===== config.mk =====
export PLATFORM = sky130hd
export DESIGN_NAME = apb_2_axi_lite
export DESIGN_NICKNAME = d
export VERILOG_FILES = /design/src/rtl/apb_2_axi_lite.sv
export SDC_FILE = /design/constraint.sdc
export NUM_CORES = 1
export LEC_CHECK = 0
export ABC_AREA = 1
export CAP_MARGIN = 0
export CORE_MARGIN = 5
export CORE_UTILIZATION = 55
export CTS_CLUSTER_SIZE = 20
export DETAILED_ROUTE_END_ITERATION = 7
export DONT_BUFFER_PORTS = 1
export PLACE_DENSITY = 0.7
export RECOVER_POWER = 25
export SETUP_SLACK_MARGIN = 0.3
export SYNTH_ARGS = -nofsm -noshare
export SYNTH_HDL_FRONTEND = slang
export SYNTH_SLANG_ARGS = --single-unit
export TNS_END_PERCENT = 100

===== constraint.sdc =====
create_clock -name M_AXI_ACLK -period 7.93 [get_ports M_AXI_ACLK]
set_input_delay 1.586 -clock M_AXI_ACLK [delete_from_list [all_inputs] [get_ports M_AXI_ACLK]]
set_output_delay 1.586 -clock M_AXI_ACLK [all_outputs]
set_load 0.05 [all_outputs]

===== src/rtl/apb_2_axi_lite.sv =====
// APB slave to AXI4-Lite master bridge: each APB transfer becomes one AXI-Lite
// write (AW+W+B) or read (AR+R); pready is held off until the AXI response returns.
module apb_2_axi_lite #(
  parameter int AXI_DATA_WIDTH = 32,
  parameter int AXI_ADDR_WIDTH = 32
) (
  input  logic                          M_AXI_ACLK,
  input  logic                          M_AXI_ARESET,
  input  logic [31:0]                   paddr,
  input  logic [2:0]                    pprot,
  input  logic                          psel,
  input  logic                          penable,
  input  logic                          pwrite,
  input  logic [AXI_DATA_WIDTH-1:0]     pwdata,
  input  logic [AXI_DATA_WIDTH/8-1:0]   pstrb,
  output logic                          pready,
  output logic [AXI_DATA_WIDTH-1:0]     prdata,
  output logic                          pslverr,
  output logic [AXI_ADDR_WIDTH-1:0]     M_AXI_AWADDR,
  output logic [2:0]                    M_AXI_AWPROT,
  output logic                          M_AXI_AWVALID,
  input  logic                          M_AXI_AWREADY,
  output logic [AXI_DATA_WIDTH-1:0]     M_AXI_WDATA,
  output logic [AXI_DATA_WIDTH/8-1:0]   M_AXI_WSTRB,
  output logic                          M_AXI_WVALID,
  input  logic                          M_AXI_WREADY,
  input  logic [1:0]                    M_AXI_BRESP,
  input  logic                          M_AXI_BVALID,
  output logic                          M_AXI_BREADY,
  output logic [AXI_ADDR_WIDTH-1:0]     M_AXI_ARADDR,
  output logic [2:0]                    M_AXI_ARPROT,
  output logic                          M_AXI_ARVALID,
  input  logic                          M_AXI_ARREADY,
  input  logic [AXI_DATA_WIDTH-1:0]     M_AXI_RDATA,
  input  logic [1:0]                    M_AXI_RRESP,
  input  logic                          M_AXI_RVALID,
  output logic                          M_AXI_RREADY
);

  localparam int STRB_W = AXI_DATA_WIDTH / 8;

  localparam logic [2:0] S_IDLE    = 3'd0;
  localparam logic [2:0] S_WR_REQ  = 3'd1;
  localparam logic [2:0] S_WR_RESP = 3'd2;
  localparam logic [2:0] S_RD_REQ  = 3'd3;
  localparam logic [2:0] S_RD_RESP = 3'd4;
  localparam logic [2:0] S_DONE    = 3'd5;

  logic [2:0]                state_q,   state_d;
  logic [AXI_ADDR_WIDTH-1:0] addr_q,    addr_d;
  logic [2:0]                prot_q,    prot_d;
  logic [AXI_DATA_WIDTH-1:0] wdata_q,   wdata_d;
  logic [STRB_W-1:0]         wstrb_q,   wstrb_d;
  logic                      awvalid_q, awvalid_d;
  logic                      wvalid_q,  wvalid_d;
  logic                      aw_done_q, aw_done_d;
  logic                      w_done_q,  w_done_d;
  logic                      bready_q,  bready_d;
  logic                      arvalid_q, arvalid_d;
  logic                      rready_q,  rready_d;
  logic                      pready_q,  pready_d;
  logic                      pslverr_q, pslverr_d;
  logic [AXI_DATA_WIDTH-1:0] prdata_q,  prdata_d;

  // SLVERR (2'b10) and DECERR (2'b11) map to an APB error; OKAY/EXOKAY do not.
  function automatic logic is_err(input logic [1:0] resp);
    return (resp == 2'b10) || (resp == 2'b11);
  endfunction

  always_comb begin
    state_d   = state_q;
    addr_d    = addr_q;
    prot_d    = prot_q;
    wdata_d   = wdata_q;
    wstrb_d   = wstrb_q;
    awvalid_d = awvalid_q;
    wvalid_d  = wvalid_q;
    aw_done_d = aw_done_q;
    w_done_d  = w_done_q;
    bready_d  = bready_q;
    arvalid_d = arvalid_q;
    rready_d  = rready_q;
    pready_d  = pready_q;
    pslverr_d = pslverr_q;
    prdata_d  = prdata_q;

    case (state_q)
      S_IDLE: begin
        if (psel && !penable) begin
          addr_d  = paddr[AXI_ADDR_WIDTH-1:0];
          prot_d  = pprot;
          wdata_d = pwdata;
          wstrb_d = pwrite ? pstrb : '1;
          if (pwrite) begin
            state_d   = S_WR_REQ;
            awvalid_d = 1'b1;
            wvalid_d  = 1'b1;
            aw_done_d = 1'b0;
            w_done_d  = 1'b0;
          end else begin
            state_d   = S_RD_REQ;
            arvalid_d = 1'b1;
          end
        end
      end
      S_WR_REQ: begin
        // AW and W complete independently; move on once both have handshaken.
        if (awvalid_q && M_AXI_AWREADY) begin
          awvalid_d = 1'b0;
          aw_done_d = 1'b1;
        end
        if (wvalid_q && M_AXI_WREADY) begin
          wvalid_d = 1'b0;
          w_done_d = 1'b1;
        end
        if (aw_done_d && w_done_d) begin
          state_d  = S_WR_RESP;
          bready_d = 1'b1;
        end
      end
      S_WR_RESP: begin
        if (M_AXI_BVALID) begin
          bready_d  = 1'b0;
          pslverr_d = is_err(M_AXI_BRESP);
          pready_d  = 1'b1;
          state_d   = S_DONE;
        end
      end
      S_RD_REQ: begin
        if (M_AXI_ARREADY) begin
          arvalid_d = 1'b0;
          rready_d  = 1'b1;
          state_d   = S_RD_RESP;
        end
      end
      S_RD_RESP: begin
        if (M_AXI_RVALID) begin
          rready_d  = 1'b0;
          prdata_d  = M_AXI_RDATA;
          pslverr_d = is_err(M_AXI_RRESP);
          pready_d  = 1'b1;
          state_d   = S_DONE;
        end
      end
      S_DONE: begin
        pready_d  = 1'b0;
        pslverr_d = 1'b0;
        state_d   = S_IDLE;
      end
      default: state_d = S_IDLE;
    endcase
  end

  always_ff @(posedge M_AXI_ACLK or posedge M_AXI_ARESET) begin
    if (M_AXI_ARESET) begin
      state_q   <= S_IDLE;
      addr_q    <= '0;
      prot_q    <= '0;
      wdata_q   <= '0;
      wstrb_q   <= '0;
      awvalid_q <= 1'b0;
      wvalid_q  <= 1'b0;
      aw_done_q <= 1'b0;
      w_done_q  <= 1'b0;
      bready_q  <= 1'b0;
      arvalid_q <= 1'b0;
      rready_q  <= 1'b0;
      pready_q  <= 1'b0;
      pslverr_q <= 1'b0;
      prdata_q  <= '0;
    end else begin
      state_q   <= state_d;
      addr_q    <= addr_d;
      prot_q    <= prot_d;
      wdata_q   <= wdata_d;
      wstrb_q   <= wstrb_d;
      awvalid_q <= awvalid_d;
      wvalid_q  <= wvalid_d;
      aw_done_q <= aw_done_d;
      w_done_q  <= w_done_d;
      bready_q  <= bready_d;
      arvalid_q <= arvalid_d;
      rready_q  <= rready_d;
      pready_q  <= pready_d;
      pslverr_q <= pslverr_d;
      prdata_q  <= prdata_d;
    end
  end

  assign pready        = pready_q;
  assign pslverr       = pslverr_q;
  assign prdata        = prdata_q;
  assign M_AXI_AWADDR  = addr_q;
  assign M_AXI_AWPROT  = prot_q;
  assign M_AXI_AWVALID = awvalid_q;
  assign M_AXI_WDATA   = wdata_q;
  assign M_AXI_WSTRB   = wstrb_q;
  assign M_AXI_WVALID  = wvalid_q;
  assign M_AXI_BREADY  = bready_q;
  assign M_AXI_ARADDR  = addr_q;
  assign M_AXI_ARPROT  = prot_q;
  assign M_AXI_ARVALID = arvalid_q;
  assign M_AXI_RREADY  = rready_q;

endmodule


==> summary.txt, run 1 <==
CTS
  • Max H-tree Level: 4
  • CTS tree: built
  • Clk root buf: clkbuf_8
  • Clock latency at the later pin of the worst-skew pair: roughly 0.50 ns
  • CTS Buf Count: 17
  • Worst-path clk slew: ~0.060 ns
  • Post_cts resized: 0
  • # Post-CTS Setup Buffers: 0
  • Clock sink count: ~120
  • Hold-fix buffers at CTS: 0
  • Clk buf depth: 2

Logic synthesis
  • Top cell type's share of synthesized area: 59.82%
  • Yosys reg bits: approximately 120
  • Most common cell in the synthesized netlist: nand2_1
  • Syn Area/Cell: 8.425 um^2
  • Cell variety after synth: 15
  • Cell area after synthesis: slightly below 0.005 mm^2
  • Most frequent cells after synthesis: 341 x nand2_1, 115 x dfrtp_1, 35 x buf_4
  • Synth area leader: dfrtp_1
  • Post-Syn Instances: roughly 570
  • Synth top area cells: dfrtp_1 60%, nand2_1 27%, buf_4 5.5%, buf_2 2.2%, nand3_1 1.2%
  • Syn nets: 688
  • Sequential area share after synthesis: 59.82%
  • Yosys synthesis warning count: 0
  • Post-synth ARST share: between 90% and 100%
  • Main flop type after synthesis: dfrtp_1
  • EDFF count, synth: 0

Critical path
  • CP Data Required Time: 8.31 ns
  • CP Launch Type: primary input
  • Setup CP Type: primary input to flop
  • Crit. End Element: flop
  • Max Fanout on Critical Path: between 70 and 80
  • Critical Path AT: about 4.6 ns

Detailed routing
  • Post-route ant nets: 0
  • DRC: 0
  • Wire per inst: around 17 um
  • Via density: between 5 and 6
  • Vias: about 3400
  • WL final: approximately 11000 um
  • Detailed Routing Iterations Pass 1: 4
  • DR iter-0 viols: around 160

Min path
  • Hold Path Class: flop to flop

Finish
  • Area growth from synthesis to layout: 7.360%
  • Antenna diode count: 0
  • Fraction of layout cells with a size suffix above 1: under 10%
  • Layout Nets: 653

Die
  • Initial Util: a little under three fifths
  • Die Wd: around 100 um
  • Die H: about 100 um
  • Core area: 0.008636 mm^2
  • DIE AREA: ~0.011 mm^2
  • Io pins: ~260
  • # rows: 34

GRT
  • M3 GR Usage: around a tenth
  • Gr ovfl total: 0
  • Antenna violations before repair: 0
  • Largest net degree at the start of global routing: 73
  • GRT Util Overall: a little over a fifth
  • Vias in the first global route: 3428
  • Grt met1 use: between 20% and 30%
  • GR Util met2: 33.97%
  • First-pass GRT wire length: ~18000 um
  • Busiest grt layer: met2

Timing
  • Post-route minimum period: 4.185 ns
  • Setup tns final: 0 ns
  • Final worst path period share: about 53%
  • Endpoints failing setup: 0
  • Max Fclk: 239.0 MHz
  • Clk_skew: 0.009894 ns
  • Slew HR: -94.40%
  • Pins Over Slew Limit: between 200 and 250
  • Final hold vios: 0
  • Slew @ Worst Pin: between 2 and 3 ns
  • Unrepaired setup endpoints after global routing: false

Job
  • Max_cap viols: 4

Run status
  • Status: complete, but fails checks
  • Failing checks: max-capacitance violations, max-slew violations

Placed design
  • DP HPWL: 7828 um
  • RePlAce Congestion: approximately 0.8
  • IO Port Bufs: 0
==> per-layer routing <==
layer	share of wire [%]	vias to the layer above
met5	0	-
met4	1.6	0
met3	9.7	14
met2	50	155
met1	38	1581
li1	-	1628
==> metrics by stage <==
stage | setup WS, ns | cell area [um^2] | hold slack (ns) | cells | util [%]
after global routing | 3.186 | 5165 | 0.5339 | 657 | 59.81
after detailed placement | 4.860 | 4596 | 0.5123 | 625 | 53.22
after CTS | 4.849 | 5177 | 0.5212 | 657 | 59.95
after global placement | 4.921 | 4596 | 0.4969 | 625 | 53.22
after floorplan | 3.300 | 4811 | 0.4808 | 571 | -
final | 3.745 | 5165 | 0.5260 | 657 | 59.81
==> path summary, 6_finish.rpt <==
path / start / endpoint / slack (ns) / depth (start not counted)
min in group asynchronous: M_AXI_ARESET / prdata[5] / 1.73 / 1
setup reg to reg: state_q[2] / aw_done_q / 4.23 / 7
hold / removal: w_done_q / w_done_q / 0.53 / 2
hold reg to reg: w_done_q / w_done_q / 0.53 / 2
setup / recovery: penable / aw_done_q / 3.75 / 7
max in group asynchronous: M_AXI_ARESET / prdata[29] / 4.58 / 2
==> cells in the final DEF (no fill, tap or decap), types with 2 or more instances in the layout <==
cell / synthesis / layout
inv_2: 3 / 2
nor2_1: 8 / 9
o21ai_0: 7 / 9
inv_6: 0 / 3
clkinvlp_4: 0 / 5
a21oi_1: 5 / 5
dfrtp_1: 115 / 115
nand3_1: 12 / 12
bufinv_16: 0 / 2
clkbuf_8: 0 / 2
nand2_1: 341 / 341
clkinv_2: 0 / 2
inv_1: 15 / 15
clkbuf_16: 0 / 16
nor2_4: 3 / 2
==> final cells by class <==
cell class,count,area (um^2)
Clock buffer,18,427.9
Clock inverter,14,153.9
Fill cell,777,3471
Inverter,18,68.82
Multi-Input combinational cell,382,1490
Sequential cell,115,2878
Tap cell,108,135.1
Timing Repair Buffer,2,11.26
==> critical path, stage by stage <==
cell and delay (ns):
inv_1 0.03, nand2_1 0.12, nor2_4 0.13, clkbuf_1 2.05, nand2_1 0.40, nand2_1 0.19
a21oi_1 0.05
==> cells by family after synthesis <==
logic type	count (synthesis)	share of synthesized area, %
simple gates	366	29.41
flops	115	59.82
buf+inv	74	9.051
compound gates	16	1.716
==> registers in the layout, indices dropped and copies added (netlist names) <==
| signal | count |
|---|---|
| prdata | 32 |
| M_AXI_ARVALID | 1 |
| pready | 1 |
| M_AXI_AWVALID | 1 |
| aw_done_q | 1 |
| w_done_q | 1 |
| M_AXI_BREADY | 1 |
| M_AXI_ARADDR | 32 |
| M_AXI_WVALID | 1 |
| M_AXI_WDATA | 32 |
| pslverr | 1 |
| M_AXI_ARPROT | 3 |
| M_AXI_WSTRB | 4 |
| M_AXI_RREADY | 1 |
| state_q | 3 |
Power of run 1 is left out: the tool's default activity adds up to more than one toggle a clock period on the data nets, which glitch-free logic cannot reach.
==> run 2: changes to the inputs <==
Settings changed: ABC_AREA 1 to 0, PLACE_DENSITY 0.7 to 0.73.
Clock period 7.93 ns to 3.4 ns, I/O delays scaled along.
==> run 2 against run 1 <==
- the flow still finishes with violations (max-capacitance violations, max-slew violations)
- count of clock-buffer cells in the layout grew 1
- sequential share of layout area increased by 0.28 points
- wire length shrank 8.7%
- critical endpoint is now w_done_q
- largest cell class unchanged
==> summary.txt, run 2 <==
Logic synthesis
  • Most common cell in the synthesized netlist: dfrtp_1
  • Cell variety after synth: 26 (+11)
  • Top cell type's share of synthesized area: 61.15% (+1.3 points)
  • Post-synth ARST share: 100.0% (unchanged)
  • Post-Syn Instances: 333 (-42%)
  • Synth top area cells: dfrtp_1 61%, mux2_2 23%, buf_4 5.6%, o21ai_0 1.4%, buf_2 1.2%
  • Synth area leader: dfrtp_1
  • Yosys synthesis warning count: 0 (unchanged)
  • Syn Area/Cell: 14.13 um^2 (+68%)
  • Sequential area share after synthesis: 61.15% (+1.3 points)
  • EDFF count, synth: 0 (unchanged)
  • Main flop type after synthesis: dfrtp_1
  • Cell area after synthesis: 0.004706 mm^2 (-2.2%)
  • Syn nets: 450 (-35%)
  • Most frequent cells after synthesis: 115 x dfrtp_1, 98 x mux2_2, 35 x buf_4
  • Yosys reg bits: 115 (unchanged)

CTS
  • Hold-fix buffers at CTS: 0 (unchanged)
  • Clk buf depth: 2 (unchanged)
  • Clock latency at the later pin of the worst-skew pair: 0.50 ns (about the same)
  • Post_cts resized: 0 (unchanged)
  • CTS Buf Count: 17 (unchanged)
  • Worst-path clk slew: 0.05 ns (about the same)
  • Max H-tree Level: 4 (unchanged)
  • # Post-CTS Setup Buffers: 0 (unchanged)
  • Clk root buf: clkbuf_8
  • CTS tree: built
  • Clock sink count: 115 (unchanged)

Critical path
  • Setup CP Type: primary input to asynchronous set/reset pin
  • FF-to-FF End: M_AXI_ARADDR[18]
  • Worst path slowest cell: clkinvlp_2
  • Critical Path AT: 2.64 ns (-1.93 ns)
  • Crit. End Element: asynchronous set/reset pin
  • CP Launch Type: primary input
  • CP Cell Sequence: clkinvlp_2 > clkbuf_1
  • R2R Setup Slk: 1.39 ns (-2.84 ns)
  • CP Data Required Time: 3.90 ns (-4.41 ns)
  • Buf+Inv Stages, Crit Path: 2 (unchanged)
  • Worst R2R Path Depth: 3 (-4)
  • CP peak stage delay: 1.20 ns (-0.85 ns)
  • CP delay by family, top: buffers and inverters
  • Max Fanout on Critical Path: 49 (-32%)
  • Startpoint of the worst register-to-register path: state_q[2]

Placed design
  • DP HPWL: 7562 um (-3.4%)
  • IO Port Bufs: 0 (unchanged)
  • RePlAce Congestion: 0.8284 (+3.3%)
  • Placed inst area: 0.004554 mm^2 (-0.90%)

GRT
  • Vias in the first global route: 2807 (-18%)
  • Gr ovfl total: 0 (unchanged)
  • GRT Util Overall: 19.60% (-1.4 points)
  • Antenna violations before repair: 0 (unchanged)
  • Largest net degree at the start of global routing: 58 (-21%)
  • First-pass GRT wire length: 15370 um (-16%)

Timing
  • Final hold vios: 0 (unchanged)
  • Max Fclk: 466.4 MHz
  • Final worst path period share: 63.07%
  • Clk_skew: 0.01263 ns (+0.002736 ns)
  • Hold_ws: 0.2892 ns (-0.2367 ns)
  • Slew HR: -43.44% (+51 points)
  • Pins Over Slew Limit: 49 (-80%)
  • Post-route minimum period: approximately 2.1 ns
  • Setup tns final: 0 ns (unchanged)
  • Slew @ Worst Pin: 2.140 ns (-0.7761 ns)
  • Unrepaired setup endpoints after global routing: false
  • Endpoints failing setup: 0 (unchanged)

Finish
  • Area growth from synthesis to layout: 9.200%
  • Leading cell type in the layout, fill and taps excluded: dfrtp_1
  • Antenna diode count: 0 (unchanged)
  • Fillcell total: 603 (-22%)
  • Fraction of layout cells with a size suffix above 1: 42.32% (+35 points)
  • Post-route cell area: 0.005139 mm^2 (-0.51%)
  • Layout Nets: 423 (-35%)
  • Most frequent cells in the layout: 115 x dfrtp_1, 98 x mux2_2, 16 x clkbuf_16

Detailed routing
  • Met1 WL: 3372 um (-21%)
  • DR top layer: met4
  • Wire per inst: 24.03 um (+42%)
  • Post-route ant nets: 0 (unchanged)
  • DR iter-0 viols: 82 (-50%)
  • Via density: 5.906 (+15%)
  • Met2 wire length: 5413 um (-3.4%)
  • Routed wl met3: 1242 um (+15%)
  • DRC: 0 (unchanged)
  • Vias: 2504 (-26%)
  • Detailed Routing Iterations Pass 1: 4 (unchanged)
  • WL final: 10190 um (-8.7%)

Die
  • DIE AREA: 0.01051 mm^2 (-2.0%)
  • Io pins: 262 (unchanged)
  • Die Wd: 102.5 um (-0.99%)
  • # rows: 33 (-2.9%)
  • Die H: 102.5 um (-0.99%)
  • Initial Util: 56.98% (+1.3 points)
  • Core area: 0.008258 mm^2 (-4.4%)

Min path
  • HP Start: M_AXI_WREADY
  • Hold Path Stages: 1 (-1)
  • Min-Delay Endpoint: M_AXI_WVALID
  • Hold Path Class: primary input to flop

Run status
  • Failing checks: max-capacitance violations, max-slew violations
  • Status: complete, but fails checks

Job
  • Max_cap viols: 1 (-3)
run 2: cell types whose count changed in the layout (fill, tap and decap cells not counted), moves of 4 or more:
cell,change
nor2_1,-4
inv_1,-8
nand2b_1,+4
nand3_1,-10
a21oi_1,+4
mux2_2,+98
o21ai_0,+4
nand2_1,-331
run 2: final cells by class:
cell class                 count  area [um^2]  area share, %
clock inverter                13        158.9          3.092
clock buffer                  19        431.7          8.400
multi-input combinational    159         1461          28.44
tap                          105        131.4          2.557
inverter                       8        31.28         0.6087
timing repair buffer           5        46.29         0.9009
sequential                   115         2878          56.00
run 2: how the worst max path moves through the flow:
stage	slack, ns	to	cells past startpoint	startpoint
6_report	1.26	w_done_q	2	M_AXI_ARESET
5_1_grt	0.79	w_done_q	2	M_AXI_ARESET
4_1_cts	1.21	M_AXI_ARADDR[31]	0	M_AXI_ARADDR[31]
3_5_place_dp	1.18	M_AXI_ARADDR[29]	4	penable
3_3_place_gp	1.21	M_AXI_ARADDR[10]	4	penable
2_1_floorplan	1.32	M_AXI_ARADDR[0]	1	M_AXI_ARESET
run 2: metrics by stage:
stage	utilization, %	cells	setup slack, ns
floorplan	-	333	1.321
finish	62.23	424	1.256
CTS	62.30	424	1.213
global route	62.23	424	0.7874
global placement	55.15	392	1.213
detailed placement	55.15	392	1.176
run 2: worst reg2reg max path, cell delays in order, from the launching register on:
cell and delay, ns:
dfrtp_1 0.52, nor4_4 0.34, buf_4 0.59, mux2_2 0.44
run 2: cell families after synthesis:
| group | share of synthesized area [%] |
|---|---|
| flip-flops | 61.15 |
| AND/OR/NAND/NOR | 2.951 |
| buffers and inverters | 7.790 |
| multiplexers | 23.69 |
| AO/OA/AOI/OAI | 4.414 |
run 2: layer usage:
metal	GRT usage, %	vias up
li1	-	1074
met1	20.12	1235
met2	33.76	178
met3	10.69	17
met4	7.064	0
met5	0	-
Power of run 2 is left out for the same reason.
==> run 3: changes to the inputs <==
Clock period 3.4 ns to 1.95 ns, I/O delays scaled along.
==> run 3 against run 2 <==
- the flow now finishes without violations
- cell area rose by 3.3%
- clock skew fell by 0.0030 ns
- critical path depth rose by 2
- flip-flop and latch count did not move
- register-to-register slack got worse by 1.0 ns
- wire length rose by 2.1%
- count of clock-buffer cells in the layout rose by 1
- worst setup slack got worse by 0.90 ns
- via count rose by 0.28%
- global-route usage rose by 0.089 points
- worst hold slack got worse by 0.25 ns
- final cell count rose by 2.4%
- critical path type is now flop to flop
- highest routed layer unchanged
==> summary.txt, run 3 (synthesized netlist as in run 2, its figures left out) <==
Die
  • Core area: 0.008258 mm^2 (unchanged)
  • Die H: 102.5 um (unchanged)
  • # rows: 33 (unchanged)
  • Initial Util: 56.98% (unchanged)
  • Die Wd: 102.5 um (unchanged)
  • Io pins: 262 (unchanged)
  • DIE AREA: 0.01051 mm^2 (unchanged)

Timing
  • Slew HR: 41.93% (+85 points)
  • Endpoints failing setup: 0 (unchanged)
  • Final hold vios: 0 (unchanged)
  • Setup tns final: 0 ns (unchanged)
  • Pins Over Slew Limit: 0 (-100%)
  • Slew @ Worst Pin: 0.8711 ns (-1.269 ns)
  • Final worst path period share: between 80 and 90%
  • Unrepaired setup endpoints after global routing: false
  • Max Fclk: between 600 and 700 MHz
  • Hold_ws: 0.04291 ns (-0.2463 ns)
  • Clk_skew: 0.009632 ns (-0.002998 ns)
  • Post-route minimum period: ~1.6 ns

Critical path
  • Crit. End Element: flop
  • Critical Path AT: 1.96 ns (-0.68 ns)
  • CP Cell Sequence: nor4_4 > buf_4 > buf_8 > mux2_2
  • Startpoint of the worst register-to-register path: state_q[0]
  • CP peak stage delay: 0.45 ns (-0.75 ns)
  • Setup CP Type: flop to flop
  • CP startpoint: state_q[0]
  • CP Data Required Time: 2.31 ns (-1.59 ns)
  • Worst path slowest cell: dfrtp_1
  • Max Fanout on Critical Path: 30 (-39%)
  • Worst R2R Path Depth: 4 (+1)
  • CP Launch Type: flop

CTS
  • Clk buf depth: 2 (unchanged)
  • Clock latency at the later pin of the worst-skew pair: 0.49 ns (about the same)
  • CTS Buf Count: 17 (unchanged)
  • Max H-tree Level: 4 (unchanged)
  • Worst-path clk slew: 0.06 ns (about the same)
  • CTS tree: built
  • Clk root buf: clkbuf_8
  • Clock sink count: 115 (unchanged)

Finish
  • Final Non-Filler Cells: 434 (+2.4%)
  • Layout Nets: 433 (+2.4%)
  • Most frequent cells in the layout: 98 x mux2_2, 81 x dfrtp_1, 34 x dfrtp_2
  • Antenna diode count: 0 (unchanged)
  • Fraction of layout cells with a size suffix above 1: 54.10% (+12 points)
  • Area growth from synthesis to layout: 12.84%
  • Leading cell type in the layout, fill and taps excluded: mux2_2

Detailed routing
  • DRC: 0 (unchanged)
  • Via density: 5.786 (-2.0%)
  • Vias: 2511 (+0.28%)
  • Post-route ant nets: 0 (unchanged)
  • WL final: 10410 um (+2.1%)
  • DR iter-0 viols: 44 (-46%)
  • Detailed Routing Iterations Pass 1: 4 (unchanged)
  • Wire per inst: 23.97 um (-0.23%)

Min path
  • Hold Path Stages: 1 (unchanged)
  • HP Start: M_AXI_RDATA[23]
  • Hold Path Class: primary input to flop

GRT
  • Largest net degree at the start of global routing: 61 (+5.2%)
  • Gr ovfl total: 0 (unchanged)
  • First-pass GRT wire length: 15400 um (+0.18%)
  • Antenna violations before repair: 0 (unchanged)
  • GRT Util Overall: 19.69% (+0.089 points)
  • Vias in the first global route: 2862 (+2.0%)

Job
  • Max_cap viols: 0 (-1)

Placed design
  • IO Port Bufs: 0 (unchanged)
  • RePlAce Congestion: 0.8443 (+1.9%)
  • DP HPWL: 7637 um (+0.99%)
  • DP Cell Count: 397 (+1.3%)

Run status
  • Status: finished clean
==> run 3: worst max-delay path: cells and delay by family, from the launching register on <==
kind                   cells  cell delay (ns)
muxes                      1             0.37
DFF                        1             0.45
and+or+nand+nor            1             0.22
buffers and inverters      2             0.42
==> run 3: repair_timing <==
action | CTS | global route
setup buffers | 0 | 1
hold buffers | 3 | 0
resized for setup | 35 | 4
endpoints found under the hold margin | 67 | 0
cloned | 0 | 1
pin swaps | 0 | 1
setup endpoints to repair | 101 | 92
==> run 3: worst paths after layout <==
check / endpoint / slack, ns
setup / recovery: M_AXI_WDATA[25] / 0.36
hold / removal: prdata[23] / 0.04
setup reg to reg: M_AXI_WDATA[25] / 0.36
hold reg to reg: aw_done_q / 0.51
max in group asynchronous: M_AXI_ARPROT[1] / 0.64
min in group asynchronous: M_AXI_ARADDR[12] / 0.61
==> run 3: layer usage <==
layer,vias to the layer above,part of all wire (%),global-route usage [%]
met4,0,1.2,7.366
met1,1237,34,20.99
met2,164,53,33.37
met3,12,11,10.15
met5,-,0,0
li1,1098,-,-
==> run 3: final cells by class <==
| cell class | count | area (um^2) |
|---|---|---|
| Fill cell | 636 | 2948 |
| Sequential cell | 115 | 2920 |
| Multi-Input combinational cell | 159 | 1469 |
| Clock buffer | 20 | 455.4 |
| Clock inverter | 12 | 153.9 |
| Timing Repair Buffer | 15 | 148.9 |
| Tap cell | 105 | 131.4 |
| Inverter | 8 | 31.28 |
==> run 3: through the flow <==
stage,utilization [%],instance area (um^2),worst slack [ns]
after floorplan,-,4710,0.1606
after global placement,55.76,4604,0.2867
after detailed placement,55.76,4604,0.2525
after CTS,64.05,5289,0.2904
after global routing,64.30,5310,0.3015
final,64.30,5310,0.3555
Power of run 3 is left out for the same reason.
